**src/rtl/grid_cell_renderer.sv**
```systemverilog
// Grid cell renderer for the 96x64 OLED pixel path.
// For each pixel (x,y) it picks the colour of the grid cell under it from a
// 2-bit-per-cell state vector. It adds a blinking "pending" state, a movable
// cursor border that wraps at the grid edges, and a registered pixel output.
module grid_cell_renderer #(
  parameter int ROWS         = 3,
  parameter int COLS         = 3,
  parameter int CELL_W       = 30,
  parameter int CELL_H       = 19,
  parameter int PITCH_X      = 33,
  parameter int PITCH_Y      = 22,
  parameter int ORIGIN_X     = 0,
  parameter int ORIGIN_Y     = 0,
  parameter int CURSOR_THICK = 1,
  parameter int BLINK_PERIOD = 3125000,
  localparam int ROW_W       = (ROWS > 1) ? $clog2(ROWS) : 1,
  localparam int COL_W       = (COLS > 1) ? $clog2(COLS) : 1
) (
  input  logic                     clk,
  input  logic                     rst_n,
  input  logic [6:0]               x,
  input  logic [5:0]               y,
  input  logic [2*ROWS*COLS-1:0]   grid_data,
  input  logic [15:0]              color_sel,
  input  logic [15:0]              color_pend,
  input  logic [15:0]              color_lock,
  input  logic [15:0]              color_bg,
  input  logic [15:0]              color_cursor,
  input  logic                     move_up,
  input  logic                     move_down,
  input  logic                     move_left,
  input  logic                     move_right,
  output logic [ROW_W-1:0]         cursor_row,
  output logic [COL_W-1:0]         cursor_col,
  output logic [15:0]              oled_data
);

  localparam int BLINK_W = $clog2(BLINK_PERIOD);
  localparam logic [BLINK_W-1:0] BLINK_LAST = BLINK_W'(BLINK_PERIOD - 1);
  localparam logic [ROW_W-1:0]   ROW_LAST   = ROW_W'(ROWS - 1);
  localparam logic [COL_W-1:0]   COL_LAST   = COL_W'(COLS - 1);

  // Hit-test intermediates; int keeps all arithmetic well above 10 bits.
  int dx;
  int dy;
  int hit_col;
  int hit_row;
  int off_x;
  int off_y;
  int cell_idx;

  logic        in_cell;
  logic        on_border;
  logic        is_cursor_cell;
  logic [1:0]  cell_state;
  logic [15:0] pixel_color;

  logic [BLINK_W-1:0] blink_cnt;
  logic               blink_phase;

  logic [ROW_W-1:0] row_next;
  logic [COL_W-1:0] col_next;

  // Locate the cell under the pixel and the pixel offset inside its pitch box.
  always_comb begin
    dx       = int'(x) - ORIGIN_X;
    dy       = int'(y) - ORIGIN_Y;
    hit_col  = dx / PITCH_X;
    hit_row  = dy / PITCH_Y;
    off_x    = dx % PITCH_X;
    off_y    = dy % PITCH_Y;
    cell_idx = hit_row * COLS + hit_col;
    in_cell  = (dx >= 0) && (dy >= 0) &&
               (hit_col < COLS) && (hit_row < ROWS) &&
               (off_x < CELL_W) && (off_y < CELL_H);
    on_border = (off_x < CURSOR_THICK) || (off_x >= CELL_W - CURSOR_THICK) ||
                (off_y < CURSOR_THICK) || (off_y >= CELL_H - CURSOR_THICK);
    is_cursor_cell = (hit_row == int'(cursor_row)) && (hit_col == int'(cursor_col));
  end

  // Pick the 2-bit state of the hit cell; a compare loop avoids indexing past the vector.
  always_comb begin
    cell_state = 2'b00;
    for (int i = 0; i < ROWS * COLS; i++) begin
      if (i == cell_idx) begin
        cell_state = grid_data[2*i +: 2];
      end
    end
  end

  // Colour priority: background for gaps/off-grid, then cursor border, then cell state.
  always_comb begin
    pixel_color = color_bg;
    if (in_cell) begin
      if (is_cursor_cell && on_border) begin
        pixel_color = color_cursor;
      end else begin
        unique case (cell_state)
          2'b11:   pixel_color = color_sel;
          2'b01:   pixel_color = color_lock;
          2'b10:   pixel_color = blink_phase ? color_pend : color_bg;
          default: pixel_color = color_bg;
        endcase
      end
    end
  end

  // Register the pixel colour so the OLED driver sees a clean one-cycle-latency stream.
  always_ff @(posedge clk) begin
    if (!rst_n) begin
      oled_data <= 16'h0000;
    end else begin
      oled_data <= pixel_color;
    end
  end

  // Free-running blink timer; the phase flips each time the counter wraps.
  always_ff @(posedge clk) begin
    if (!rst_n) begin
      blink_cnt   <= '0;
      blink_phase <= 1'b1;
    end else if (blink_cnt == BLINK_LAST) begin
      blink_cnt   <= '0;
      blink_phase <= ~blink_phase;
    end else begin
      blink_cnt   <= blink_cnt + BLINK_W'(1);
    end
  end

  // Apply at most one move per cycle (up > down > left > right), wrapping at the grid edges.
  always_comb begin
    row_next = cursor_row;
    col_next = cursor_col;
    if (move_up) begin
      row_next = (cursor_row == '0) ? ROW_LAST : cursor_row - ROW_W'(1);
    end else if (move_down) begin
      row_next = (cursor_row == ROW_LAST) ? '0 : cursor_row + ROW_W'(1);
    end else if (move_left) begin
      col_next = (cursor_col == '0) ? COL_LAST : cursor_col - COL_W'(1);
    end else if (move_right) begin
      col_next = (cursor_col == COL_LAST) ? '0 : cursor_col + COL_W'(1);
    end
  end

  // Cursor position register; moves are ignored while reset is asserted.
  always_ff @(posedge clk) begin
    if (!rst_n) begin
      cursor_row <= '0;
      cursor_col <= '0;
    end else begin
      cursor_row <= row_next;
      cursor_col <= col_next;
    end
  end

endmodule

```
**config.mk**
```make
export PLATFORM = sky130hd
export DESIGN_NAME = grid_cell_renderer
export DESIGN_NICKNAME = d
export VERILOG_FILES = /design/src/rtl/grid_cell_renderer.sv
export SDC_FILE = /design/constraint.sdc
export NUM_CORES = 1
export LEC_CHECK = 0
export CAP_MARGIN = 10
export CORE_ASPECT_RATIO = 1.75
export CORE_UTILIZATION = 30
export DETAILED_ROUTE_END_ITERATION = 10
export PLACE_DENSITY = 0.65
export SYNTH_ARGS = -nofsm -noshare
export SYNTH_HDL_FRONTEND = slang
export SYNTH_SLANG_ARGS = --single-unit
```
**constraint.sdc**
```tcl
create_clock -name clk -period 9.6 [get_ports clk]
set_input_delay 1.92 -clock clk [delete_from_list [all_inputs] [get_ports clk]]
set_output_delay 1.92 -clock clk [all_outputs]
set_load 0.005 [all_outputs]
```
# Word level (Yosys, flattened, before mapping)
# Cells that the tools add are included.
# classes
add_sub_neg,6
multipliers,1
div,4
magnitude_cmp,10
n_eq_ne,16
n_mux,21
bitwise,4
reduce_logical,17
# op_table
operator,n
equality test 4 x 32 -> 1 bit (first input constant),4
equality test 3 x 32 -> 1 bit (first input constant),2
equality test 32 x 3 -> 1 bit,2
greater-or-equal comparator 32 x 6 -> 1 bit (second input constant),2
less-than comparator 32 x 2 -> 1 bit (second input constant),2
less-than comparator 32 x 3 -> 1 bit (second input constant),2
less-than comparator 32 x 6 -> 1 bit (second input constant),2
2-to-1 mux 16 bit,3
case mux 16 bit (3 select lines),1
2-to-1 mux 2 bit,17
adder 32 bit,1
divider 7 x 6 -> 32 bit (second input constant),1
divider 8 x 7 -> 32 bit (second input constant),1
equality test 2 x 32 -> 1 bit (first input constant),1
equality test 5 x 32 -> 1 bit (first input constant),1
zero test 32 bit,1
modulo 7 x 6 -> 32 bit (second input constant),1
modulo 8 x 7 -> 32 bit (second input constant),1
multiplier 32 x 3 -> 32 bit (second input constant),1
adder 22 x 1 -> 22 bit (second input constant),1
equality test 22 bit (second input constant),1
equality test 2 bit (second input constant),4
greater-or-equal comparator 7 x 1 -> 1 bit (second input constant),1
logical AND 1 bit,7
10 further kinds,19
# totals
register_bits,43
inputBits,117
out_inout_bits,20

# Longest topological paths before layout
# Gate-level depths: netlist of run 1.
# logic_depth
ltp_word,17
ltp_mapped,25

# Worst setup path before layout of run 1
# No wires, ideal clock.
# synth_timing
path_type,input -> register
startpoint,input x[2]
endpoint,register oled_data[0]
setup_time_ns,0.138
arrival_ns,6.734
slack_ns,2.728
cell_stages,23
path_cell_list,inv_1 > ha_1 > or3_1 > buf_6 > o211ai_1 > a21boi_0 > ha_1 > inv_1 > o211a_2 > a31oi_4 > ha_1 > ha_1 > fa_1 > or3_1 > a21oi_1 > a31oi_1 > a221oi_2 > nand2b_1 > clkbuf_1 > dlymetal6s2s_1 > a2bb2oi_1 > mux2i_1 > a32oi_1
# synth_via
elab_chain_len,16
word_cells_on_any_way,43
classes_between,add/sub (1); div (2); order compare (5); eq/ne (12); mux (12); reduce/logical (11)
# synth_lines
element,line_no,text
"start, declared",21,"input logic [6:0] x,"
divider 8 x 7 -> 32 bit,68,hit_col = dx / PITCH_X;
adder 32 bit,72,cell_idx = hit_row * COLS + hit_col;
zero test 32 bit,85,if (i == cell_idx) begin
2-to-1 mux 2 bit (9 in series),85,
equality test 2 bit or equality test 2 x 1 -> 1 bit (tied branches),98,unique case (cell_state)
case mux 16 bit (3 select lines),98,
2-to-1 mux 16 bit,95,if (is_cursor_cell && on_border) begin
2-to-1 mux 16 bit *,94,if (in_cell) begin
"end signal, assigned",113,oled_data <= pixel_color;
"end, declared",35,output logic [15:0] oled_data
# Every way passes the cells marked *; elsewhere a longest branch is shown, timed or not.
# A chain may end at the register's enable or synchronous reset.

# Worst setup path after layout of run 1
# layout_timing
startpoint,input x[1]
endpoint,register oled_data[7]
# The elaborated chain is that of the path after synthesis.

==> flow_metrics.env, run 1 <==
export IMPL_multi_input_area_um2=2850
export IMPL_hold_end="blink_cnt[0]"
export IMPL_min_from="blink_cnt[0]"
export IMPL_dr_total_vias=4030
export IMPL_worstPathRequired_ps=9790
export IMPL_synthArstFlopShare_pct=0
export IMPL_hold_depth=1
export IMPL_slew_viol_final=0
export IMPL_fp_row_count=55
export IMPL_synth_edff_count=0
export IMPL_yosysSeqAreaShare_pct=21.6
export IMPL_finalWorstPathRequiredPeriod_ps=7990
export IMPL_vias_per_cell=5.36
export IMPL_maxSlewHeadroom_pct=33.1
export IMPL_synthFlopType="dfxtp_1"
export IMPL_criticalPathCategory="primary input to flip-flop"
export IMPL_antenna_left=0
export IMPL_fillers=1344
export IMPL_avgSynthCellArea_um2=8.66
export IMPL_power_density_nw_per_um2=131
export IMPL_ys_top_cells_by_area="dfxtp_1, mux2i_1, ha_1"
export IMPL_ys_warn_count=0
export IMPL_core_area_um2=12900
export IMPL_antenna_found_initial=0
export IMPL_wirelength_mm=12.9
export IMPL_syn_instance_count=461
export IMPL_grt_max_degree=25
export IMPL_status="complete, no violations"
export IMPL_clk_pin_slew_ps=60
export IMPL_drcViolationCount=0
export IMPL_start_kind="primary input"
export IMPL_cts_num_sinks=43
export IMPL_dieArea_um2=13800
export IMPL_hold_violations=0
export IMPL_gr_total_overflow=0
export IMPL_crit_fanout=16
export IMPL_cp_arrival_ps=8170
export IMPL_period_share_pct=83.2
export IMPL_wl_per_cell_um=17.2
export IMPL_grt_pass1_vias=3971
export IMPL_worst_pin_slew_ps=1000
export IMPL_synthesis_nets=600
export IMPL_synth_cell_types=84
export IMPL_final_area_um2=5550
export IMPL_cts_tree="yes"
export IMPL_hp_class="flip-flop to flip-flop"
export IMPL_syn_cell_area_um2=3990
export IMPL_dpl_hpwl_mm=10.3
export IMPL_ios=137
export IMPL_track_usage_pct=18.5
export IMPL_clock_root_buffer="clkbuf_16"
export IMPL_layout_drive_gt1_share_pct=9.98
export IMPL_place_congestion=0.917
export IMPL_regToRegEndpoint="blink_cnt[21]"
export IMPL_numPortBuffers=136
export IMPL_cts_setup_buffers=0
export IMPL_start_util_pct=30.8
export IMPL_setup_viol=0
export IMPL_cts_buffers=5
export IMPL_htreeDepth=2
export IMPL_skew_ps=3.09
export IMPL_crit_start="x[1]"
export IMPL_grt_pass1_wl_mm=19.7
export IMPL_vdd_drop_max_mv=0.0813
export IMPL_drt_pass1_iterations=4
export IMPL_rr_worst_depth=7
export IMPL_reg2reg_from="blink_cnt[3]"
export IMPL_final_util_pct=42.9
export IMPL_p_leak_nw=2.22
export IMPL_nets=720
export IMPL_die_height_um=155
export IMPL_finalSetupTns_ps=0
export IMPL_die_width_um=89.2
export IMPL_synth_top_area_cell="dfxtp_1"
export IMPL_synth_seq_cells=43
export IMPL_placed_area_um2=5390
export IMPL_yosys_top_cells_count="nand2_1, dfxtp_1, mux2i_1, nor2_1, ha_1"
export IMPL_clock_latency_ps=280
export IMPL_synthToLayoutAreaGrowth_pct=39.1
export IMPL_rrSetupSlack_ps=7360
export IMPL_clockBufferDepth=2
export IMPL_regArea_um2=861
export IMPL_rsz0062_at_grt="no"
export IMPL_max_cap_violations=0
export IMPL_end_kind="flip-flop"
export IMPL_synthDominantCellAreaShare_pct=21.6
export IMPL_drt_iter0_drc=141
export IMPL_ctsHoldBuffers=0
export IMPL_yosysMostFrequentCell="nand2_1"
export IMPL_fmax_mhz=125
export IMPL_antenna_cells=0
export IMPL_ctsResizeCount=0
-- state kept, by name (all words and copies together) (netlist names) --
| register | count |
|---|---|
| blink_cnt | 22 |
| blink_phase | 1 |
| cursor_col | 2 |
| cursor_row | 2 |
| oled_data | 16 |
-- layout by cell type, fill, tap and decap left out, types with 5 or more instances in the layout --
master / instances
a211oi_1: 5
a21oi_1: 12
a2bb2oi_1: 16
a32oi_1: 16
clkbuf_16: 5
clkdlybuf4s50_1: 136
dfxtp_1: 43
ha_1: 21
inv_1: 18
mux2_2: 19
mux2i_1: 36
nand2_1: 46
nand2b_1: 5
nand3_1: 10
nand4_1: 7
nor2_1: 35
nor4_1: 5
o21ai_0: 16
or3_1: 6
xnor2_1: 9
xor2_1: 15
-- final cells by class --
class,instances,share of cell area [%]
Clock buffer,6,2.32
Clock inverter,1,0.541
Timing Repair Buffer,140,25.1
Tap cell,171,3.86
Sequential cell,43,15.5
Inverter,19,1.29
Multi-Input combinational cell,372,51.4
-- metal layers --
layer	vias up	share of wire (%)	GRT usage, %
li1	1964	-	-
met1	1945	37	19.7
met2	96	56	34.8
met3	25	4.2	3.42
met4	0	2.8	7.18
met5	-	0	0
-- where the power goes --
group	total [mW]	internal [mW]	switching [mW]
Sequential	0.195	0.189	0.00566
Clock	0.185	0.121	0.0638
Combinational	0.345	0.177	0.167
Total	0.725	0.488	0.237
-- through the flow --
stage / total power, mW / setup slack, ps / cells / hold slack [ps]
after floorplan: 0.424 / 2730 / 461 / 418
after global placement: 0.535 / 1600 / 745 / 429
after detailed placement: 0.544 / 1330 / 745 / 443
after CTS: 0.732 / 1620 / 752 / 455
after global routing: 0.768 / 1220 / 752 / 460
final: 0.725 / 1610 / 752 / 453
-- worst max-delay path by stage --
stage,cells past startpoint,slack (ps),to
finish,20,1610,oled_data[7]
global route,20,1220,oled_data[4]
CTS,20,1620,oled_data[7]
detailed placement,20,1330,oled_data[11]
global placement,20,1600,oled_data[8]
floorplan,23,2730,oled_data[0]
-- cell families (layout without fill, tap and decap cells) --
| kind of cell | after synthesis | in the layout | share of synthesized area [%] |
|---|---|---|---|
| AND/OR/NAND/NOR | 152 | 152 | 20.1 |
| AO/OA/AOI/OAI | 118 | 118 | 23.8 |
| multiplexers | 56 | 56 | 15.0 |
| buffers and inverters | 46 | 166 | 7.21 |
| flip-flops | 43 | 43 | 21.6 |
| XOR/XNOR | 24 | 24 | 5.27 |
| adder cells (fa/ha/maj) | 22 | 22 | 7.09 |
-- critical path, stage by stage --
cell             delay, ps
clkdlybuf4s50_1        580
ha_1                   330
or3_1                  480
o211ai_1               280
a21boi_0               370
ha_1                   250
inv_1                   50
o211a_2                160
a31oi_4                320
ha_1                   220
ha_1                   180
fa_1                   490
or3_1                  330
a21oi_1                320
a22o_1                 500
buf_4                  250
nand2b_1               580
a2bb2oi_1              220
mux2i_1                100
a32oi_1                230
(Power assumes the default switching activity.)
==> run 2: changes to the inputs <==
PLACE_DENSITY = 0.67   (was 0.65)
clock period = 7.2 ns   (was 9.6 ns; I/O delays follow)
==> flow_metrics.env, run 2 (synthesized netlist as in run 1, its figures left out) <==
export IMPL_status="complete, no violations"
export IMPL_slew_viol_final=0
export IMPL_final_util_pct=43.8
export IMPL_drt_iter0_drc=147
export IMPL_antenna_left=0
export IMPL_die_height_um=155
export IMPL_antenna_found_initial=0
export IMPL_max_cap_violations=0
export IMPL_grt_pass1_wl_mm=20.8
export IMPL_drt_pass1_iterations=4
export IMPL_start_kind="primary input"
export IMPL_rsz0062_at_grt="no"
export IMPL_nets=735
export IMPL_power_density_nw_per_um2=175
export IMPL_fmax_mhz=148
export IMPL_holdWs_ps=450
export IMPL_dr_total_vias=4098
export IMPL_track_usage_pct=19.4
export IMPL_hold_violations=0
export IMPL_numPortBuffers=136
export IMPL_ctsHoldBuffers=0
export IMPL_clockBufferDepth=2
export IMPL_layout_drive_gt1_share_pct=12.6
export IMPL_cts_num_sinks=43
export IMPL_worst_pin_slew_ps=1070
export IMPL_reg_top3="blink_cnt (22), oled_data (16)"
export IMPL_period_share_pct=93.7
export IMPL_cp_arrival_ps=6900
export IMPL_end_kind="flip-flop"
export IMPL_crit_fanout=16
export IMPL_antenna_cells=0
export IMPL_fp_row_count=55
export IMPL_wl_per_cell_um=17.2
export IMPL_grt_pass1_vias=4281
export IMPL_clock_latency_ps=280
export IMPL_finalSetupTns_ps=0
export IMPL_p_leak_nw=2.30
export IMPL_place_congestion=0.882
export IMPL_worstPathRequired_ps=7350
export IMPL_ios=137
export IMPL_die_width_um=89.2
export IMPL_final_common_cell="clkdlybuf4s50_1"
export IMPL_finalWorstPathRequiredPeriod_ps=6750
export IMPL_maxSlewHeadroom_pct=28.2
export IMPL_cts_setup_buffers=0
export IMPL_largest_reg_flops=22
export IMPL_htreeDepth=2
export IMPL_grt_max_degree=25
export IMPL_top_register="blink_cnt"
export IMPL_criticalPathCategory="primary input to flip-flop"
export IMPL_dpl_hpwl_mm=10.4
export IMPL_power_total_mw=0.990
export IMPL_clock_root_buffer="clkbuf_16"
export IMPL_wirelength_mm=13.2
export IMPL_cts_tree="yes"
export IMPL_synthToLayoutAreaGrowth_pct=42.1
export IMPL_drcViolationCount=0
export IMPL_ctsResizeCount=0
export IMPL_vias_per_cell=5.34
export IMPL_vdd_drop_max_mv=0.127
export IMPL_skew_ps=6.20
export IMPL_clk_pin_slew_ps=60
export IMPL_core_area_um2=12900
export IMPL_start_util_pct=30.8
export IMPL_dieArea_um2=13800
export IMPL_cts_buffers=5
export IMPL_gr_total_overflow=0
export IMPL_final_cell_mix="clkdlybuf4s50_1, nand2_1, dfxtp_1, mux2i_1, nor2_1"
export IMPL_hp_class="flip-flop to flip-flop"
export IMPL_setup_viol=0
## run 2: changes by cell type in the layout (fill, tap and decap cells not counted), sizes merged
cell,change
clkinv,+2
buf,+15
clkbuf,-1
## run 2: where the power goes
group | total [mW] | internal (mW) | switching [mW]
registers | 0.261 | 0.252 | 0.00848
logic | 0.472 | 0.246 | 0.226
clock network | 0.258 | 0.164 | 0.0942
total | 0.990 | 0.662 | 0.328
## run 2: final cells by class
type                       count  area, µm²
timing repair buffer         155       1500
multi-input combinational    372       2850
fill                        1323       7270
sequential                    43        861
inverter                      19       71.3
clock inverter                 3       43.8
clock buffer                   5        125
tap                          171        214
## run 2: worst paths after layout
path              slack, ps       endpoint    startpoint  cells after the start
hold reg to reg         450   blink_cnt[0]  blink_cnt[0]                      1
setup / recovery        450   oled_data[1]          x[2]                     21
setup reg to reg       5100  blink_cnt[16]  blink_cnt[3]                      8
hold / removal          450   blink_cnt[0]  blink_cnt[0]                      1
## run 2: metrics by stage
| stage | instance area, µm² | instances | setup slack [ps] |
|---|---|---|---|
| 2_1_floorplan | 3990 | 461 | 808 |
| 3_3_place_gp | 5500 | 760 | 321 |
| 3_5_place_dp | 5500 | 760 | 166 |
| 4_1_cts | 5670 | 768 | 442 |
| 5_1_grt | 5670 | 768 | 36.4 |
| 6_report | 5670 | 768 | 451 |
## run 2: worst max-delay path: stages
cell             delay (ps)
clkdlybuf4s50_1         550
inv_1                    90
ha_1                    220
or3_1                   410
o211ai_1                250
a21boi_0                350
ha_1                    280
o211a_2                 250
a31oi_4                 100
ha_1                    200
ha_1                    200
fa_1                    530
or3_1                   330
a21oi_1                 180
a31oi_1                 100
a221oi_4                250
buf_4                   230
nand2b_1                400
a2bb2oi_1               260
mux2i_1                 150
a32oi_1                 110
## run 2: per-layer routing
metal	vias to the layer above	GRT usage (%)	wire length, µm
li1	1997	-	-
met1	1949	20.9	5000
met2	119	36.8	7270
met3	33	2.45	485
met4	0	7.94	448
met5	-	0	0
==> run 3: changes to the inputs <==
CTS_CLUSTER_DIAMETER = 80   (was not set)
CTS_CLUSTER_SIZE = 24   (was not set)
==> results of run 3 <==
The final DEF is identical to that of run 2; final timing and power are the same.
